$ cat src/rtl/kt_cmd_pkg.sv
// Shared types and constants for the KnightsTour command sequencer.
// Imported by the command FIFO and the sequencer top.
package kt_cmd_pkg;

    localparam logic [7:0] ACK_BYTE = 8'hA5;

    localparam logic [3:0] CMD_CAL  = 4'h2;
    localparam logic [3:0] CMD_MOVE = 4'h4;
    localparam logic [3:0] CMD_TOUR = 4'h6;

    typedef enum logic [2:0] {
        S_IDLE,
        S_SEND,
        S_WAIT_SENT,
        S_WAIT_RESP,
        S_ERR
    } seq_state_t;

    typedef enum logic [1:0] {
        ERR_NONE    = 2'b00,
        ERR_NACK    = 2'b01,
        ERR_TIMEOUT = 2'b10
    } err_code_t;

    function automatic logic is_known_op(input logic [15:0] c);
        return (c[15:12] == CMD_CAL) ||
               (c[15:12] == CMD_MOVE) ||
               (c[15:12] == CMD_TOUR);
    endfunction

endpackage

$ cat src/rtl/cmd_fifo.sv
// Flop-based command queue with push/pop/flush.
// A push while full is dropped even if a pop happens in the same cycle.
module cmd_fifo
    import kt_cmd_pkg::*;
#(
    parameter int DEPTH = 8,
    parameter int W     = 16
) (
    input  logic                       clk,
    input  logic                       rst,
    input  logic                       push,
    input  logic [W-1:0]               din,
    input  logic                       pop,
    input  logic                       flush,
    output logic [W-1:0]               dout,
    output logic                       full,
    output logic                       empty,
    output logic [$clog2(DEPTH):0]     count
);

    localparam int AW = $clog2(DEPTH);
    localparam logic [AW:0] FULL_CNT = (AW+1)'(DEPTH);

    logic [W-1:0]  r_mem [DEPTH];
    logic [AW-1:0] r_wr;
    logic [AW-1:0] r_rd;
    logic [AW:0]   r_cnt;
    logic          w_push_ok;
    logic          w_pop_ok;

    assign full      = (r_cnt == FULL_CNT);
    assign empty     = (r_cnt == '0);
    assign count     = r_cnt;
    assign dout      = r_mem[r_rd];
    assign w_push_ok = push && !full && !flush;
    assign w_pop_ok  = pop && !empty && !flush;

    // Pointer/count bookkeeping; flush wins over everything else
    always_ff @(posedge clk or posedge rst) begin
        if (rst) begin
            r_wr  <= '0;
            r_rd  <= '0;
            r_cnt <= '0;
        end else if (flush) begin
            r_wr  <= '0;
            r_rd  <= '0;
            r_cnt <= '0;
        end else begin
            if (w_push_ok) r_wr <= r_wr + 1'b1;
            if (w_pop_ok)  r_rd <= r_rd + 1'b1;
            r_cnt <= r_cnt + (AW+1)'(w_push_ok) - (AW+1)'(w_pop_ok);
        end
    end

    // Storage array, written at the tail
    always_ff @(posedge clk or posedge rst) begin
        if (rst) begin
            for (int i = 0; i < DEPTH; i++) r_mem[i] <= '0;
        end else if (w_push_ok) begin
            r_mem[r_wr] <= din;
        end
    end

endmodule

$ cat src/rtl/tour_cmd_sequencer.sv
// Issues queued 16-bit commands to RemoteComm one at a time,
// waiting for a positive ack; flags NACK, timeout and overflow.
module tour_cmd_sequencer
    import kt_cmd_pkg::*;
#(
    parameter int DEPTH       = 8,
    parameter int TIMEOUT_CYC = 10_000_000
) (
    input  logic        clk,
    input  logic        rst,
    input  logic        push,
    input  logic [15:0] push_cmd,
    input  logic        clr_err,
    input  logic        cmd_sent,
    input  logic        resp_rdy,
    input  logic [7:0]  resp,
    output logic [15:0] cmd,
    output logic        send_cmd,
    output logic        full,
    output logic        busy,
    output logic        done,
    output logic [7:0]  ack_cnt,
    output logic        err,
    output logic [1:0]  err_code,
    output logic        ovf
);

    localparam int CW = $clog2(DEPTH) + 1;
    localparam logic [23:0] TMO_LAST = 24'(TIMEOUT_CYC - 1);

    seq_state_t  r_state;
    logic [15:0] r_cmd;
    logic        r_send;
    logic        r_done;
    logic [7:0]  r_ack;
    logic        r_err;
    err_code_t   r_code;
    logic        r_ovf;
    logic [23:0] r_timer;

    logic [15:0]   w_head;
    logic          w_full;
    logic          w_empty;
    logic [CW-1:0] w_count;
    logic          w_ack;
    logic          w_nack;
    logic          w_tmo;
    logic          w_flush;
    logic          w_last;

    assign w_ack   = (r_state == S_WAIT_RESP) && resp_rdy && (resp == ACK_BYTE);
    assign w_nack  = (r_state == S_WAIT_RESP) && resp_rdy && (resp != ACK_BYTE);
    assign w_tmo   = (r_timer == TMO_LAST) && !resp_rdy;
    assign w_flush = (r_state == S_ERR) && clr_err;
    assign w_last  = (w_count == CW'(1));

    cmd_fifo #(
        .DEPTH (DEPTH),
        .W     (16)
    ) u_fifo (
        .clk   (clk),
        .rst   (rst),
        .push  (push),
        .din   (push_cmd),
        .pop   (w_ack),
        .flush (w_flush),
        .dout  (w_head),
        .full  (w_full),
        .empty (w_empty),
        .count (w_count)
    );

    // Sequencer FSM with its timer, ack counter and error flags
    always_ff @(posedge clk or posedge rst) begin
        if (rst) begin
            r_state <= S_IDLE;
            r_cmd   <= '0;
            r_send  <= 1'b0;
            r_done  <= 1'b0;
            r_ack   <= '0;
            r_err   <= 1'b0;
            r_code  <= ERR_NONE;
            r_timer <= '0;
        end else begin
            r_send <= 1'b0;
            r_done <= 1'b0;
            unique case (r_state)
                S_IDLE: begin
                    if (!w_empty) r_state <= S_SEND;
                end
                S_SEND: begin
                    r_cmd   <= w_head;
                    r_send  <= 1'b1;
                    r_timer <= '0;
                    r_state <= S_WAIT_SENT;
                end
                S_WAIT_SENT: begin
                    r_timer <= r_timer + 24'd1;
                    if (w_tmo) begin
                        r_err   <= 1'b1;
                        r_code  <= ERR_TIMEOUT;
                        r_state <= S_ERR;
                    end else if (cmd_sent) begin
                        r_state <= S_WAIT_RESP;
                    end
                end
                S_WAIT_RESP: begin
                    r_timer <= r_timer + 24'd1;
                    if (w_ack) begin
                        r_ack   <= r_ack + 8'd1;
                        r_done  <= w_last && !push;
                        r_state <= S_IDLE;
                    end else if (w_nack) begin
                        r_err   <= 1'b1;
                        r_code  <= ERR_NACK;
                        r_state <= S_ERR;
                    end else if (w_tmo) begin
                        r_err   <= 1'b1;
                        r_code  <= ERR_TIMEOUT;
                        r_state <= S_ERR;
                    end
                end
                S_ERR: begin
                    if (clr_err) begin
                        r_err   <= 1'b0;
                        r_code  <= ERR_NONE;
                        r_state <= S_IDLE;
                    end
                end
                default: r_state <= S_IDLE;
            endcase
        end
    end

    // Sticky overflow: set on a dropped push, cleared by clr_err
    always_ff @(posedge clk or posedge rst) begin
        if (rst) begin
            r_ovf <= 1'b0;
        end else if (clr_err) begin
            r_ovf <= 1'b0;
        end else if (push && w_full) begin
            r_ovf <= 1'b1;
        end
    end

    assign cmd      = r_cmd;
    assign send_cmd = r_send;
    assign full     = w_full;
    assign busy     = (r_state != S_IDLE) || !w_empty;
    assign done     = r_done;
    assign ack_cnt  = r_ack;
    assign err      = r_err;
    assign err_code = r_code;
    assign ovf      = r_ovf;

endmodule
$ cat config.mk
export PLATFORM = sky130hd
export DESIGN_NAME = tour_cmd_sequencer
export DESIGN_NICKNAME = d
export VERILOG_FILES = /design/src/rtl/kt_cmd_pkg.sv /design/src/rtl/cmd_fifo.sv /design/src/rtl/tour_cmd_sequencer.sv
export SDC_FILE = /design/constraint.sdc
export NUM_CORES = 1
export LEC_CHECK = 0
export CORE_MARGIN = 3
export CORE_UTILIZATION = 50
export CTS_CLUSTER_DIAMETER = 30
export DETAILED_ROUTE_END_ITERATION = 10
export GPL_TIMING_DRIVEN = 0
export PLACE_DENSITY = 0.71
export SLEW_MARGIN = 15
export SYNTH_ARGS = -nofsm -noshare
export SYNTH_HDL_FRONTEND = slang
export SYNTH_HIERARCHICAL = 1
export SYNTH_SLANG_ARGS = --single-unit
$ cat constraint.sdc
create_clock -name clk -period 9.8 [get_ports clk]
set_input_delay 0.98 -clock clk [delete_from_list [all_inputs] [get_ports clk]]
set_output_delay 0.98 -clock clk [all_outputs]
set_load 0.005 [all_outputs]
After elaboration in Yosys (flattened, before gate mapping)
Cells that the tools add are included.
- output and inout bits: 32
- register bits: 195
- logic and storage cells: 110
- input bits: 30
- reductions and logical operators: 30
- magnitude comparators: 3
- multiplexer cells: 35
- bitwise gates (word level): 2
- $add $sub $neg: 6
- equal/unequal tests: 14
- operators with widths (operator ; number):
    128-bit bitwise mux ; 1
    16-bit binary-select mux with 3-bit select ; 1
    16-bit demux with 3-bit select ; 1
    16-bit two-way mux ; 3
    24-bit one-hot mux with 2 select lines ; 1
    3-bit two-way mux ; 11
    24-bit by 1-bit adder with 24-bit output, second input constant ; 1
    24-bit == test, second input constant ; 1
    3-bit one-hot mux with 5 select lines ; 1
    1-bit logical AND ; 12
    1-bit two-way mux ; 9
    8-bit by 1-bit adder with 8-bit output, second input constant ; 1
    8-bit == test, second input constant ; 1
    4-bit >= comparator, second input constant ; 2
    2-bit two-way mux ; 4
    8-bit != test, second input constant ; 1
    3-bit NOT with 4-bit output ; 2
    2-bit nonzero test ; 4
    3-bit by 1-bit adder with 3-bit output, second input constant ; 2
    3-bit by 2-bit == test with 1-bit output, second input constant ; 2
    2-bit != test, second input constant ; 3
    2-bit one-hot mux with 3 select lines ; 1
    3-bit nonzero test ; 2
    1-bit logical NOT ; 5
    18 further kinds ; 18

Logic depth before layout (Yosys ltp)
- depth in word-level cells: 7
- mapped depth: 12
- gate-level depth less buffers: 11

Cells and area by module
The synthesis kept the hierarchy.
- by module, submodules not included (module ; times used ; cells each ; area each (um2) ; seq. area each (um2)):
    cmd_fifo ; 1 ; 400 ; 6491.2 ; 3453.3
    tour_cmd_sequencer ; 1 ; 282 ; 2728.9 ; 1426.4

Worst setup path after synthesis
Ideal clock, no wire load.
- kind: in2reg
- start: input port resp[6]
- end: register u_fifo.r_cnt[3], in the netlist u_fifo/count[3]
- stages: 10
- required time: 9.675 ns
- path buffers: 0
- arrival: 3.037 ns
- slack: 6.639 ns
- setup time: 0.125 ns
- path through: nand4bb_1 > nor4_4 > inv_1 > nor3_1 > ha_1 > inv_1 > ha_1 > a21o_1 > a21oi_1 > mux2_2
- word-level cells in the longest chain between the ends: 6
- ends and longest elaborated chain (item ; line ; RTL):
    start: declaration ; tour_cmd_sequencer.sv:16 ; input logic [7:0] resp,
    8-bit == test ; tour_cmd_sequencer.sv:51 ; assign w_ack = (r_state == S_WAIT_RESP) && resp_rdy && (resp == ACK_BYTE);
    1-bit logical AND ; tour_cmd_sequencer.sv:51 ;
    named net w_ack ; tour_cmd_sequencer.sv:45 ; logic w_ack;
    1-bit logical AND (2 in series) ; cmd_fifo.sv:36 ; assign w_pop_ok = pop && !empty && !flush;
    4-bit by 1-bit subtractor with 4-bit output ; cmd_fifo.sv:51 ; r_cnt <= r_cnt + (AW+1)'(w_push_ok) - (AW+1)'(w_pop_ok);
    4-bit two-way mux ; cmd_fifo.sv:44 ; end else if (flush) begin
    end signal: assignment ; cmd_fifo.sv:51 ;
    end: declaration ; cmd_fifo.sv:27 ; logic [AW:0] r_cnt;
The timed path passes the listed nets, and every way through them passes these cells.
A chain may end at the register's enable or synchronous reset.

Worst setup path in the final report
- start: input port resp_rdy
- end: register u_fifo.r_cnt[3], in the netlist u_fifo/count[3]
- word-level cells in the longest chain between the ends: 6
- ends and longest elaborated chain (item ; line ; RTL):
    start: declaration ; tour_cmd_sequencer.sv:15 ; input logic resp_rdy,
    1-bit logical AND (2 in series) ; tour_cmd_sequencer.sv:51 ;
    named net w_ack ; tour_cmd_sequencer.sv:45 ;
    1-bit logical AND (2 in series) ; cmd_fifo.sv:36 ;
    4-bit by 1-bit subtractor with 4-bit output ; cmd_fifo.sv:51 ;
    4-bit two-way mux ; cmd_fifo.sv:44 ;
The timed path passes the listed nets, and every way through them passes these cells.

==> results.txt <==
layout overhead on the synthesized area - 16.7%
most frequent cell after synthesis - dfrtp_1
Critical-path top delay cell - clkdlybuf4s50_1
Hold Fails Final Rpt - 0
kind of critical path - in2reg
sequential share of power - 42.7%
final antenna-violating net count - 0
crit path max fanout - 9
clock network power share - 23.2%
status - finished, final reports clean
Slew @ Worst Pin - 0.785 ns
Num CTS Buffers - 17
fin util - 59.7%
H-Tree Depth - 4
CTS Hold Bufs - 0
Crit path largest cell delay - 0.58 ns
Rel. slew slack - 47.6%
hold path depth - 1
IO Pins - 62
most frequent cells after synthesis - dfrtp_1 (195), mux2_2 (147), nand2_1 (72)
Worst-path clk slew - 0.07 ns
post-route insts no fill - 1004
overall routed net length - 21000 µm
Cell Area, Synth - 0.00922 mm²
Leak - 4.55 nW
Vias - 5964
Starting Density - 51.2%
fmax - 283 MHz
Avg WL per Cell - 20.9 µm
core area - 0.0180 mm²
Syn Nets - 723
Post-CTS Setup Repair Bufs - 0
max-slew violation count - 0
Max-Cap Viols - 0
dpl hpwl - 14100 µm
die area - 0.0201 mm²
P_sw - 961 µW
crit-path cells - clkdlybuf4s50_1 -> nand2_1 -> nor4_4 -> inv_1 -> nor3_1 -> ha_1 -> inv_1 -> ha_1 -> a21o_1 -> a21oi_1 -> mux2_2
cell count after synthesis - 682
synthesized area per cell - 13.5 µm²
reg2reg setup slack - 6.67 ns
Yosys warnings - 6
hold path start - u_fifo/count[2]
GP Congestion - 0.828
gr ovfl total - 0
total negative slack - 0 ns
cts repair resizes - 0
Diodes inserted - 0
Synth area leader - dfrtp_1
Port Buffers - 61
Crit. Startpoint - resp_rdy
vias in the first global route - 6420
clock latency on the worst-skew pair - 0.43 ns
CP required - 10.11 ns
sw frac - 31.1%
Internal Pwr Total - 2.13 mW
placed insts - 973
gr usage total - 22.0%
Rows - 49
Synth Register Bits - 195
clock sink count - 195
layout cells sized above 1 - 32.9%
drt first-iter violations - 421
crit start category - primary input
CTS tree - yes
worst flop-to-flop path endpoint - u_fifo/count[3]
Die Height - 142 µm
Via-to-Cell Ratio - 5.94
sequential share of the synthesized area - 52.9%
reg2reg path depth - 11
DRC Markers - 0
CP Capture Type - flop
CTS root buf - clkbuf_16
most area-consuming cells after synthesis - dfrtp_1 (53%), mux2_2 (18%), mux4_2 (7.8%), nand2_1 (2.9%), o21ai_0 (1.4%)
R2R Path Start - r_state[0]
DRT Pass-1 Iters - 8
logic gate share of total power - 34.1%
Power Dens Cells - 288 mW/mm²
Synth top area share - 52.9%
nets - 804
FFs w/ async S/R, synth - 100%
largest net degree at the start of global routing - 75
Post-synth EDFFs - 0
VDD IR-drop max - 0.158 mV
clock skew - 0.0106 ns
Synth Flop Type - dfrtp_1
initial antenna violation count - 0
Hold Crit Endpoint - done
min Tclk post-route - 3.53 ns
Worst Path Arrival - 3.84 ns
RSZ-0062 raised after global routing - false
part of the cycle the worst path needs - 36.1%
Max Root-Sink Buffers - 2
Setup Viol. Count Final - 0
Hold Crit Class - reg2reg
Yosys cell types - 65
Die Span X - 142 µm
first-pass GRT wire length - 34500 µm
==> worst max-delay path, delay by kind of cell <==
kind	cells	cell delay [ns]
muxes	1	0.34
AOI/OAI and AO/OA	2	0.31
adders and majority gates	2	0.45
and+or+nand+nor	3	0.95
buffers and inverters	3	0.81
==> per-stage QoR <==
stage | total power [mW] | area (µm²) | hold slack [ns] | setup WS, ns
finish | 3.09 | 10800 | 0.452 | 6.27
global route | 3.28 | 10800 | 0.477 | 6.07
CTS | 3.12 | 10800 | 0.453 | 6.30
detailed placement | 2.39 | 10200 | 0.437 | 5.85
global placement | 2.31 | 10100 | 0.421 | 3.54
floorplan | 2.04 | 9220 | 0.406 | 5.12
==> worst max path at each step <==
stage | to | depth (start not counted)
final | u_fifo/count[3] | 11
after global routing | u_fifo/count[3] | 11
after CTS | u_fifo/count[3] | 11
after detailed placement | u_fifo/count[3] | 11
after global placement | u_fifo/r_mem[85] | 2
after floorplan | u_fifo/count[0] | 1
==> cell type report <==
| class | instances | area (µm²) |
|---|---|---|
| inverters | 16 | 72.6 |
| multi-input cells | 438 | 4080 |
| fillers | 1387 | 7260 |
| repair buffers | 62 | 638 |
| flip-flops and latches | 195 | 4880 |
| well taps | 229 | 287 |
| clock buffers | 20 | 457 |
| plain buffers | 33 | 196 |
| clock inverters | 11 | 151 |
==> placed cells by master (no fill, tap or decap), drive strengths merged, types with 3 or more instances in the layout <==
cell,n
clkdlybuf4s50,61
nor4b,4
buf,22
o311ai,8
inv,17
clkinv,3
mux2,150
a31oi,3
xnor2,7
o21ai,26
and3,3
or4,3
nor2,18
nor2b,5
nor3,5
clkinvlp,4
or3,3
o41ai,4
clkbuf,32
nor4,3
mux4,32
dfrtp,195
nor3b,4
a21oi,15
nand2,72
nand3,20
nand4,12
bufinv,3
ha,10
==> state kept, by name, summed over array words and instances, names as in the netlist <==
register,flops
r_state,3
ack_cnt,8
err,1
u_fifo/r_mem,128
cmd,16
err_code,2
ovf,1
u_fifo/r_wr,3
r_timer,24
u_fifo/count,4
u_fifo/r_rd,3
done,1
send_cmd,1
==> cell families (layout without fill, tap and decap cells) <==
family / after synthesis / in the layout / synth area share, %
flip-flops: 195 / 195 / 52.9
multiplexers: 183 / 183 / 26.2
XOR/XNOR: 9 / 9 / 0.855
adder cells (fa/ha/maj): 11 / 11 / 1.57
AO/OA/AOI/OAI: 65 / 65 / 4.37
buffers and inverters: 49 / 142 / 2.84
AND/OR/NAND/NOR: 170 / 170 / 11.2
==> layer usage <==
layer	routed length, µm	vias to the layer above	track usage (%)
li1	-	2673	-
met1	9060	3094	29.0
met2	10600	175	37.2
met3	1000	22	4.72
met4	351	0	6.21
met5	0	-	0
==> power groups by stage <==
stage / logic, mW / registers (mW) / clock network (mW)
after CTS: 1.06 / 1.32 / 0.735
after detailed placement: 1.05 / 1.33 / 0
after global placement: 1.01 / 1.30 / 0
after global routing: 1.15 / 1.36 / 0.770
after floorplan: 0.770 / 1.27 / 0
final: 1.05 / 1.32 / 0.719
No activity file was read; power rests on OpenSTA's default activity.
